## src/rtl/i2s_master_gen.sv

```systemverilog
// I2S / left- / right-justified master transmitter: internal BCLK divider, sample-pair FIFO, registered pin outputs.
// Optional I2S_HOLD_LAST_EN: on underrun re-send the last transmitted pair instead of zeros.
module i2s_master_gen #(
  parameter int DATA_W     = 16,
  parameter int SLOT_W     = 32,
  parameter int CLK_DIV    = 8,
  parameter int FIFO_DEPTH = 4
) (
  input  logic                        clk,
  input  logic                        rst,
  input  logic                        en,
  input  logic [1:0]                  mode,
  input  logic                        s_valid,
  output logic                        s_ready,
  input  logic [DATA_W-1:0]           s_left,
  input  logic [DATA_W-1:0]           s_right,
  output logic                        BCLK,
  output logic                        LRCLK,
  output logic                        SDATA,
  output logic                        RightNLeft,
  output logic                        underrun,
  output logic [$clog2(FIFO_DEPTH):0] fifo_level
);
  localparam int AW    = $clog2(FIFO_DEPTH);
  localparam int LW    = AW + 1;
  localparam int FRAME = 2 * SLOT_W;
  localparam int BW    = $clog2(FRAME);
  localparam int DW    = (CLK_DIV > 1) ? $clog2(CLK_DIV) : 1;
  localparam logic [1:0] MODE_LJ = 2'b01;
  localparam logic [1:0] MODE_RJ = 2'b10;

  logic [DATA_W-1:0] mem_l [FIFO_DEPTH];
  logic [DATA_W-1:0] mem_r [FIFO_DEPTH];
  logic [AW-1:0]     rd_ptr, wr_ptr;
  logic [DW-1:0]     div_cnt;
  logic [BW-1:0]     bit_cnt, bit_nxt;
  logic              active;
  logic [1:0]        mode_q;
  logic [DATA_W-1:0] cur_l, cur_r, ld_l, ld_r;
  logic              fall_tick, load, pop, push;

  // Wire value of frame bit n for a given pair and framing mode.
  function automatic logic slot_bit(input int n, input logic [DATA_W-1:0] l, input logic [DATA_W-1:0] r,
                                    input logic [1:0] m);
    int k, idx;
    logic [DATA_W-1:0] d, sh;
    d   = (n >= SLOT_W) ? r : l;
    k   = (n >= SLOT_W) ? n - SLOT_W : n;
    idx = (m == MODE_RJ) ? SLOT_W - 1 - k : DATA_W - 1 - k;
    sh  = d >> idx;
    return (idx >= 0 && idx < DATA_W) ? sh[0] : 1'b0;
  endfunction

  // I2S word select leads the data by one bit; the justified modes track the data channel.
  function automatic logic ws_bit(input int n, input logic [1:0] m);
    if (m == MODE_LJ || m == MODE_RJ) return n >= SLOT_W;
    return ((n + 1) % FRAME) >= SLOT_W;
  endfunction

  assign s_ready   = (fifo_level != LW'(FIFO_DEPTH));
  assign push      = s_valid && s_ready;
  assign fall_tick = active && BCLK && (div_cnt == DW'(CLK_DIV - 1));
  assign load      = en && (!active || (fall_tick && bit_cnt == BW'(FRAME - 1)));
  assign pop       = load && (fifo_level != '0);
  assign bit_nxt   = bit_cnt + 1'b1;

`ifdef I2S_HOLD_LAST_EN
  logic [DATA_W-1:0] hold_l, hold_r;

  assign ld_l = pop ? mem_l[rd_ptr] : hold_l;
  assign ld_r = pop ? mem_r[rd_ptr] : hold_r;

  always_ff @(posedge clk or posedge rst) begin
    if (rst) begin
      hold_l <= '0;
      hold_r <= '0;
    end else if (pop) begin
      hold_l <= mem_l[rd_ptr];
      hold_r <= mem_r[rd_ptr];
    end
  end
`else
  assign ld_l = pop ? mem_l[rd_ptr] : '0;
  assign ld_r = pop ? mem_r[rd_ptr] : '0;
`endif

  always_ff @(posedge clk or posedge rst) begin
    if (rst) begin
      for (int i = 0; i < FIFO_DEPTH; i++) begin
        mem_l[i] <= '0;
        mem_r[i] <= '0;
      end
      rd_ptr     <= '0;
      wr_ptr     <= '0;
      fifo_level <= '0;
      active     <= 1'b0;
      div_cnt    <= '0;
      bit_cnt    <= '0;
      mode_q     <= '0;
      cur_l      <= '0;
      cur_r      <= '0;
      BCLK       <= 1'b0;
      LRCLK      <= 1'b0;
      SDATA      <= 1'b0;
      RightNLeft <= 1'b0;
      underrun   <= 1'b0;
    end else begin
      if (push) begin
        mem_l[wr_ptr] <= s_left;
        mem_r[wr_ptr] <= s_right;
        wr_ptr        <= wr_ptr + 1'b1;
      end
      if (pop) rd_ptr <= rd_ptr + 1'b1;
      if (push && !pop)      fifo_level <= fifo_level + 1'b1;
      else if (pop && !push) fifo_level <= fifo_level - 1'b1;

      if (!en) begin
        active     <= 1'b0;
        div_cnt    <= '0;
        bit_cnt    <= '0;
        BCLK       <= 1'b0;
        LRCLK      <= 1'b0;
        SDATA      <= 1'b0;
        RightNLeft <= 1'b0;
        underrun   <= 1'b0;
      end else if (load) begin
        // Bit 0 of the new frame goes out now; BCLK rises CLK_DIV cycles later.
        active     <= 1'b1;
        div_cnt    <= '0;
        bit_cnt    <= '0;
        BCLK       <= 1'b0;
        cur_l      <= ld_l;
        cur_r      <= ld_r;
        mode_q     <= mode;
        SDATA      <= slot_bit(0, ld_l, ld_r, mode);
        LRCLK      <= ws_bit(0, mode);
        RightNLeft <= 1'b0;
        if (!pop) underrun <= 1'b1;
      end else begin
        if (div_cnt == DW'(CLK_DIV - 1)) begin
          div_cnt <= '0;
          BCLK    <= ~BCLK;
        end else begin
          div_cnt <= div_cnt + 1'b1;
        end
        if (fall_tick) begin
          bit_cnt    <= bit_nxt;
          SDATA      <= slot_bit(int'(bit_nxt), cur_l, cur_r, mode_q);
          LRCLK      <= ws_bit(int'(bit_nxt), mode_q);
          RightNLeft <= (bit_nxt >= BW'(SLOT_W));
        end
      end
    end
  end
endmodule
```

## config.mk

```make
export PLATFORM = sky130hd
export DESIGN_NAME = i2s_master_gen
export DESIGN_NICKNAME = d
export VERILOG_FILES = /design/src/rtl/i2s_master_gen.sv
export SDC_FILE = /design/constraint.sdc
export NUM_CORES = 1
export LEC_CHECK = 0
export BUFFER_PORTS_ARGS = -buffer_cell sky130_fd_sc_hd__buf_2
export CAP_MARGIN = 5
export CORE_MARGIN = 2
export CORE_UTILIZATION = 43
export CTS_CLUSTER_DIAMETER = 60
export CTS_CLUSTER_SIZE = 10
export DETAILED_ROUTE_END_ITERATION = 10
export PLACE_DENSITY_LB_ADDON = 0.08
export SYNTH_ARGS = -nofsm -noshare
export SYNTH_HDL_FRONTEND = slang
export SYNTH_SLANG_ARGS = --single-unit
```

## constraint.sdc

```tcl
create_clock -name clk -period 8.1 [get_ports clk]
set_input_delay 1.215 -clock clk [delete_from_list [all_inputs] [get_ports clk]]
set_output_delay 1.215 -clock clk [all_outputs]
set_load 0.02 [all_outputs]
```

==> flow_summary.json, run 1 <==
{
  "worstSetupEndpointType": "register",
  "setup.worst_path.start": "bit_cnt[0]$_DFFE_PP0P_",
  "fillers": 1738,
  "rsz0062_at_grt": "false",
  "grt_overflow": 0,
  "wl_um": 18200,
  "coreArea_um2": 19500,
  "cp.arrival_ns": 3.54,
  "async_flop_share_pct": 100,
  "synthDistinctLibCells": 52,
  "antenna_found_initial": 0,
  "grt_pass1_wl_um": 29900,
  "drv_cap": 0,
  "cts.sinks": 183,
  "yosysMostFrequentCell": "dfrtp_1",
  "dpl.cell_count": 934,
  "rows": 51,
  "syn_inst": 658,
  "required_ns": 8.42,
  "min_path_type": "register to register",
  "syn-cell-area_um2": 8540,
  "synth-main-ff-cell": "dfrtp_1",
  "drc": 0,
  "first_pass_iters": 5,
  "die_w_um": 145,
  "synth_top_area_share_pct": 53.6,
  "nets": 737,
  "cts_setup_buffers": 0,
  "setup_viol_count_final": 0,
  "critPathKind": "register to register",
  "track_usage_pct": 18.3,
  "fin_total_pwr_mw": 3.63,
  "grt_max_degree": 78,
  "min-delay-start": "div_cnt[0]$_DFF_PP0_",
  "vias": 5119,
  "ys_ff_latch": 183,
  "worst_slew_pin_slew_ns": 1.01,
  "wl_per_cell_um": 18.8,
  "synth_area_leader_cell": "dfrtp_1",
  "finalNonFillerCells": 967,
  "cts.clk_slew.worst_paths_ns": 0.07,
  "clock_latency_ns": 0.43,
  "ir_drop_v": 0.000286,
  "fin_tns_setup_ns": 0,
  "final_core_util_pct": 49.0,
  "startpoint_type": "register",
  "die_y_um": 145,
  "ctsRootBufferMaster": "clkbuf_16",
  "syn_area_per_cell_um2": 13.0,
  "syn_nets": 707,
  "areaGrowthSynthToFinish_pct": 11.7,
  "die_area_um2": 21000,
  "cp_max_fo": 15,
  "multi_input_area_um2": 3720,
  "power.density_nw_per_um2": 381,
  "synth_common_cells": "dfrtp_1 (183), mux2_2 (134), nand2_1 (87), o21ai_0 (37), mux4_2 (32)",
  "synth_edf_count": 0,
  "hold_violations": 0,
  "portBuffers": 46,
  "hpwl_um": 11500,
  "drv_slew": 0,
  "r2r-start": "bit_cnt[0]$_DFFE_PP0P_",
  "viasPerCell": 5.29,
  "hold_buffers": 0,
  "antenna_left": 0,
  "cts_tree": "built",
  "first_iter_violations": 284,
  "numCtsBuffers": 17,
  "gp_congestion": 0.770,
  "ys_warn_count": 0,
  "period_share_pct": 39.8,
  "max_freq_ghz": 0.310,
  "post_cts_resize_count": 0,
  "htree_levels": 4,
  "start_util_pct": 43.9,
  "io_pins": 47,
  "drive_above_1_share_pct": 37.9,
  "max_slew_margin_pct": 32.5,
  "fin_skew_ns": 0.0112,
  "outcome": "finished, final reports clean",
  "synth_area_leaders": "dfrtp_1 (54%), mux2_2 (18%), mux4_2 (8.4%)",
  "cts_max_path_buffers": 2,
  "grt_pass1_vias": 5513,
  "yosysSeqAreaShare_pct": 53.6,
  "p_leak_nw": 4.15,
  "finalCriticalPeriod_ns": 3.22,
  "seq_area_um2": 4580
}
worst max-delay path, cell delays in order (launching register included):
cell	delay (ns)
dfrtp_1	0.64
ha_1	0.46
and3_1	0.29
nand3_1	0.13
o21ai_2	0.37
nand3_1	0.21
ha_1	0.28
inv_1	0.07
fa_1	0.40
mux2_2	0.26
final cells by class:
type | instances | area share (%)
Sequential cell | 183 | 48.0
Multi-Input combinational cell | 422 | 39.0
Clock buffer | 17 | 4.46
Tap cell | 265 | 3.48
Timing Repair Buffer | 55 | 3.12
Clock inverter | 15 | 1.42
Inverter | 9 | 0.407
Antenna cell | 1 | 0.0262
final timing paths:
check,end,slack (ns),depth (start not counted)
setup / recovery,fifo_level[1]$_DFFE_PP0P_,4.88,9
hold / removal,div_cnt[0]$_DFF_PP0_,0.45,1
setup reg to reg,fifo_level[1]$_DFFE_PP0P_,4.88,9
hold reg to reg,div_cnt[0]$_DFF_PP0_,0.45,1
max in group asynchronous,mem_r[16]$_DFFE_PP0P_,5.31,4
min in group asynchronous,mem_r[55]$_DFFE_PP0P_,0.90,2
layer usage:
metal	wire length [um]	GRT usage [%]	share of wire (%)
met3	580	4.03	3.2
met1	8740	25.5	48
met2	8710	29.4	48
met5	0	0	0
met4	152	4.55	0.84
flip-flops by register name (all words and copies together), names as in the netlist, 2 cells and up:
| register | flops |
|---|---|
| wr_ptr | 2 |
| fifo_level | 3 |
| mode_q | 2 |
| mem_r | 64 |
| bit_cnt | 5 |
| div_cnt | 3 |
| cur_r | 16 |
| mem_l | 64 |
| cur_l | 16 |
| rd_ptr | 2 |
cell families (layout without fill, tap and decap cells):
logic type / after synthesis / count (layout) / synth area share (%)
DFF: 183 / 183 / 53.6
other: 0 / 1 / 0
xor gates and xnor gates: 16 / 16 / 1.64
AOI/OAI and AO/OA: 73 / 73 / 5.55
buffers and inverters: 53 / 96 / 2.80
muxes: 171 / 171 / 26.7
adders and majority gates: 11 / 11 / 1.70
and+or+nand+nor: 151 / 151 / 7.97
placed cells by master (no fill, tap or decap), types with 5 or more instances in the layout:
cell type	n
a21oi_1	8
and3_1	6
buf_2	46
buf_4	9
clkbuf_16	17
dfrtp_1	182
ha_1	10
inv_1	8
inv_6	6
mux2_2	134
mux2i_1	5
mux4_2	32
nand2_1	86
nand2b_1	6
nand3_1	11
nor2_1	18
o21ai_0	37
xnor2_1	10
xor2_1	6
power breakdown:
| part | internal, mW | total [mW] | leakage [nW] | switching (mW) |
|---|---|---|---|---|
| clock network | 0.405 | 0.790 | 0.270 | 0.384 |
| logic | 0.722 | 1.28 | 1.66 | 0.556 |
| registers | 1.34 | 1.56 | 2.22 | 0.224 |
stage by stage:
step	cell area (um^2)	hold slack (ns)	setup slack, ns
global route	9530	0.475	4.60
detailed placement	8970	0.439	4.73
finish	9530	0.446	4.88
floorplan	8540	0.415	1.91
CTS	9530	0.447	4.88
global placement	8970	0.431	4.84
No activity file was read; power rests on OpenSTA's default activity.
==> inputs of run 2 (changes only) <==
Clock period 8.1 ns to 3.2 ns, I/O delays scaled along.
==> run 2 against run 1 <==
  * Via count rose by 0.35%
  * First-iteration DRC count fell by 1.8%
  * Core utilization rose by 0.50 points
==> flow_summary.json, run 2 (synthesis gave the netlist of run 1 again) <==
{
  "outcome": "finished, final reports clean",
  "dr.max_layer_used": "met4",
  "dpl.cell_count": 939,
  "power_switching_mw": 2.94,
  "internal-power_mw": 6.32,
  "hold_ws_ns": 0.143,
  "drive_above_1_share_pct": 38.4,
  "p_seq_share_pct": 42.9,
  "setup_viol_count_final": 0,
  "die_w_um": 145,
  "ir_drop_v": 0.000609,
  "drt-met1-wl_um": 8640,
  "cts_tree": "built",
  "finalCriticalPeriod_ns": 2.61,
  "track_usage_pct": 18.6,
  "final_cell_mix": "dfrtp_1 (182), mux2_2 (134), nand2_1 (86), buf_2 (46), o21ai_0 (37)",
  "fin_tns_setup_ns": 0,
  "max_freq_ghz": 0.383,
  "grt_pass1_wl_um": 30500,
  "fillers": 1714,
  "first_pass_iters": 4,
  "power.density_nw_per_um2": 962,
  "wl_met3_um": 464,
  "areaGrowthSynthToFinish_pct": 12.8,
  "die_area_um2": 21000,
  "r2r-start": "bit_cnt[1]$_DFFE_PP0P_",
  "clock_latency_ns": 0.43,
  "final_core_util_pct": 49.5,
  "wl_um": 18300,
  "timing.final.ws_setup_ns": 0.587,
  "viasPerCell": 5.29,
  "cp_max_fo": 9,
  "fin_area_um2": 9630,
  "final_common_cell": "dfrtp_1",
  "reg2reg_depth": 9,
  "fin_skew_ns": 0.0118,
  "routed-wl-met2_um": 9000,
  "place_area_um2": 9040,
  "grt_max_degree": 92,
  "diodes": 0,
  "period_share_pct": 81.6,
  "hold_violations": 0,
  "post_cts_resize_count": 0,
  "grt_overflow": 0,
  "rows": 51,
  "wl_per_cell_um": 18.8,
  "rsz0062_at_grt": "false",
  "gp_congestion": 0.795,
  "cts.sinks": 183,
  "first_iter_violations": 279,
  "cp.arrival_ns": 2.92,
  "start_util_pct": 43.9,
  "coreArea_um2": 19500,
  "cts.clk_slew.worst_paths_ns": 0.07,
  "top_regs": "mem_l (64), mem_r (64)",
  "worstReg2RegEnd": "fifo_level[1]$_DFFE_PP0P_",
  "drv_cap": 0,
  "htree_levels": 4,
  "power.clock.fraction_pct": 22.4,
  "startpoint_type": "register",
  "hpwl_um": 11900,
  "max_slew_margin_pct": 56.2,
  "vias": 5137,
  "grt_pass1_vias": 5632,
  "cts_setup_buffers": 0,
  "antenna_left": 0,
  "cts_max_path_buffers": 2,
  "ctsRootBufferMaster": "clkbuf_16",
  "required_ns": 3.51,
  "switching_share_pct": 31.7,
  "pwr-share-comb_pct": 34.7,
  "die_y_um": 145,
  "multi_input_area_um2": 3720,
  "worstSetupEndpointType": "register",
  "portBuffers": 46,
  "io_pins": 47,
  "worst_slew_pin_slew_ns": 0.655,
  "finalNonFillerCells": 971,
  "antenna_found_initial": 1,
  "nets": 742,
  "r2r_slack_ns": 0.59,
  "hold_buffers": 0,
  "p_leak_nw": 4.20,
  "drv_slew": 0,
  "drc": 0,
  "numCtsBuffers": 17,
  "fin_total_pwr_mw": 9.27,
  "min_path_type": "input port to async pin",
  "post-place-ws_ns": 0.598,
  "seq_area_um2": 4580,
  "critPathKind": "register to register"
}
==> run 2: cell count changes in the layout (fill, tap and decap cells not counted) <==
cell and change:
inv_6 -2, buf_4 +2, clkinv_2 -1, clkinvlp_4 +1, bufinv_16 +1, diode_2 -1
buf_12 +3, clkinv_4 +1
==> run 2: cell type report <==
cell class | count | area share (%)
Clock buffer | 17 | 4.42
Clock inverter | 15 | 1.66
Inverter | 9 | 0.390
Multi-Input combinational cell | 422 | 38.7
Sequential cell | 183 | 47.6
Tap cell | 265 | 3.44
Timing Repair Buffer | 60 | 3.87
==> run 2: worst max-delay path by stage <==
stage / from / end / slack (ns)
after floorplan: rst / BCLK$_DFFE_PP0P_ / 0.37
after global placement: bit_cnt[1]$_DFFE_PP0P_ / fifo_level[1]$_DFFE_PP0P_ / 0.71
after detailed placement: bit_cnt[1]$_DFFE_PP0P_ / fifo_level[1]$_DFFE_PP0P_ / 0.60
after CTS: bit_cnt[1]$_DFFE_PP0P_ / fifo_level[1]$_DFFE_PP0P_ / 0.59
after global routing: bit_cnt[1]$_DFFE_PP0P_ / fifo_level[1]$_DFFE_PP0P_ / 0.39
final: bit_cnt[1]$_DFFE_PP0P_ / fifo_level[1]$_DFFE_PP0P_ / 0.59
==> run 2: critical path, cell delays in order, from the launching register on <==
cell and delay (ns):
dfrtp_1 0.49, ha_1 0.21, and3_1 0.25, nand3_1 0.15
o21ai_2 0.22, nand3_1 0.16, ha_1 0.26, inv_1 0.08
fa_1 0.40, mux2_2 0.28
==> run 2: power by group through the flow <==
stage | Combinational (mW) | Sequential, mW | Clock [mW]
after detailed placement | 3.29 | 4.03 | 0
after floorplan | 2.63 | 3.80 | 0
after CTS | 3.29 | 3.99 | 2.13
after global placement | 3.19 | 3.94 | 0
final | 3.21 | 3.98 | 2.08
after global routing | 3.56 | 4.12 | 2.24
==> run 2: routing by layer <==
metal | up-vias | track usage (%)
met3 | 11 | 3.77
met4 | 0 | 4.26
met1 | 2656 | 25.3
li1 | 2409 | -
met5 | - | 0
met2 | 61 | 30.8
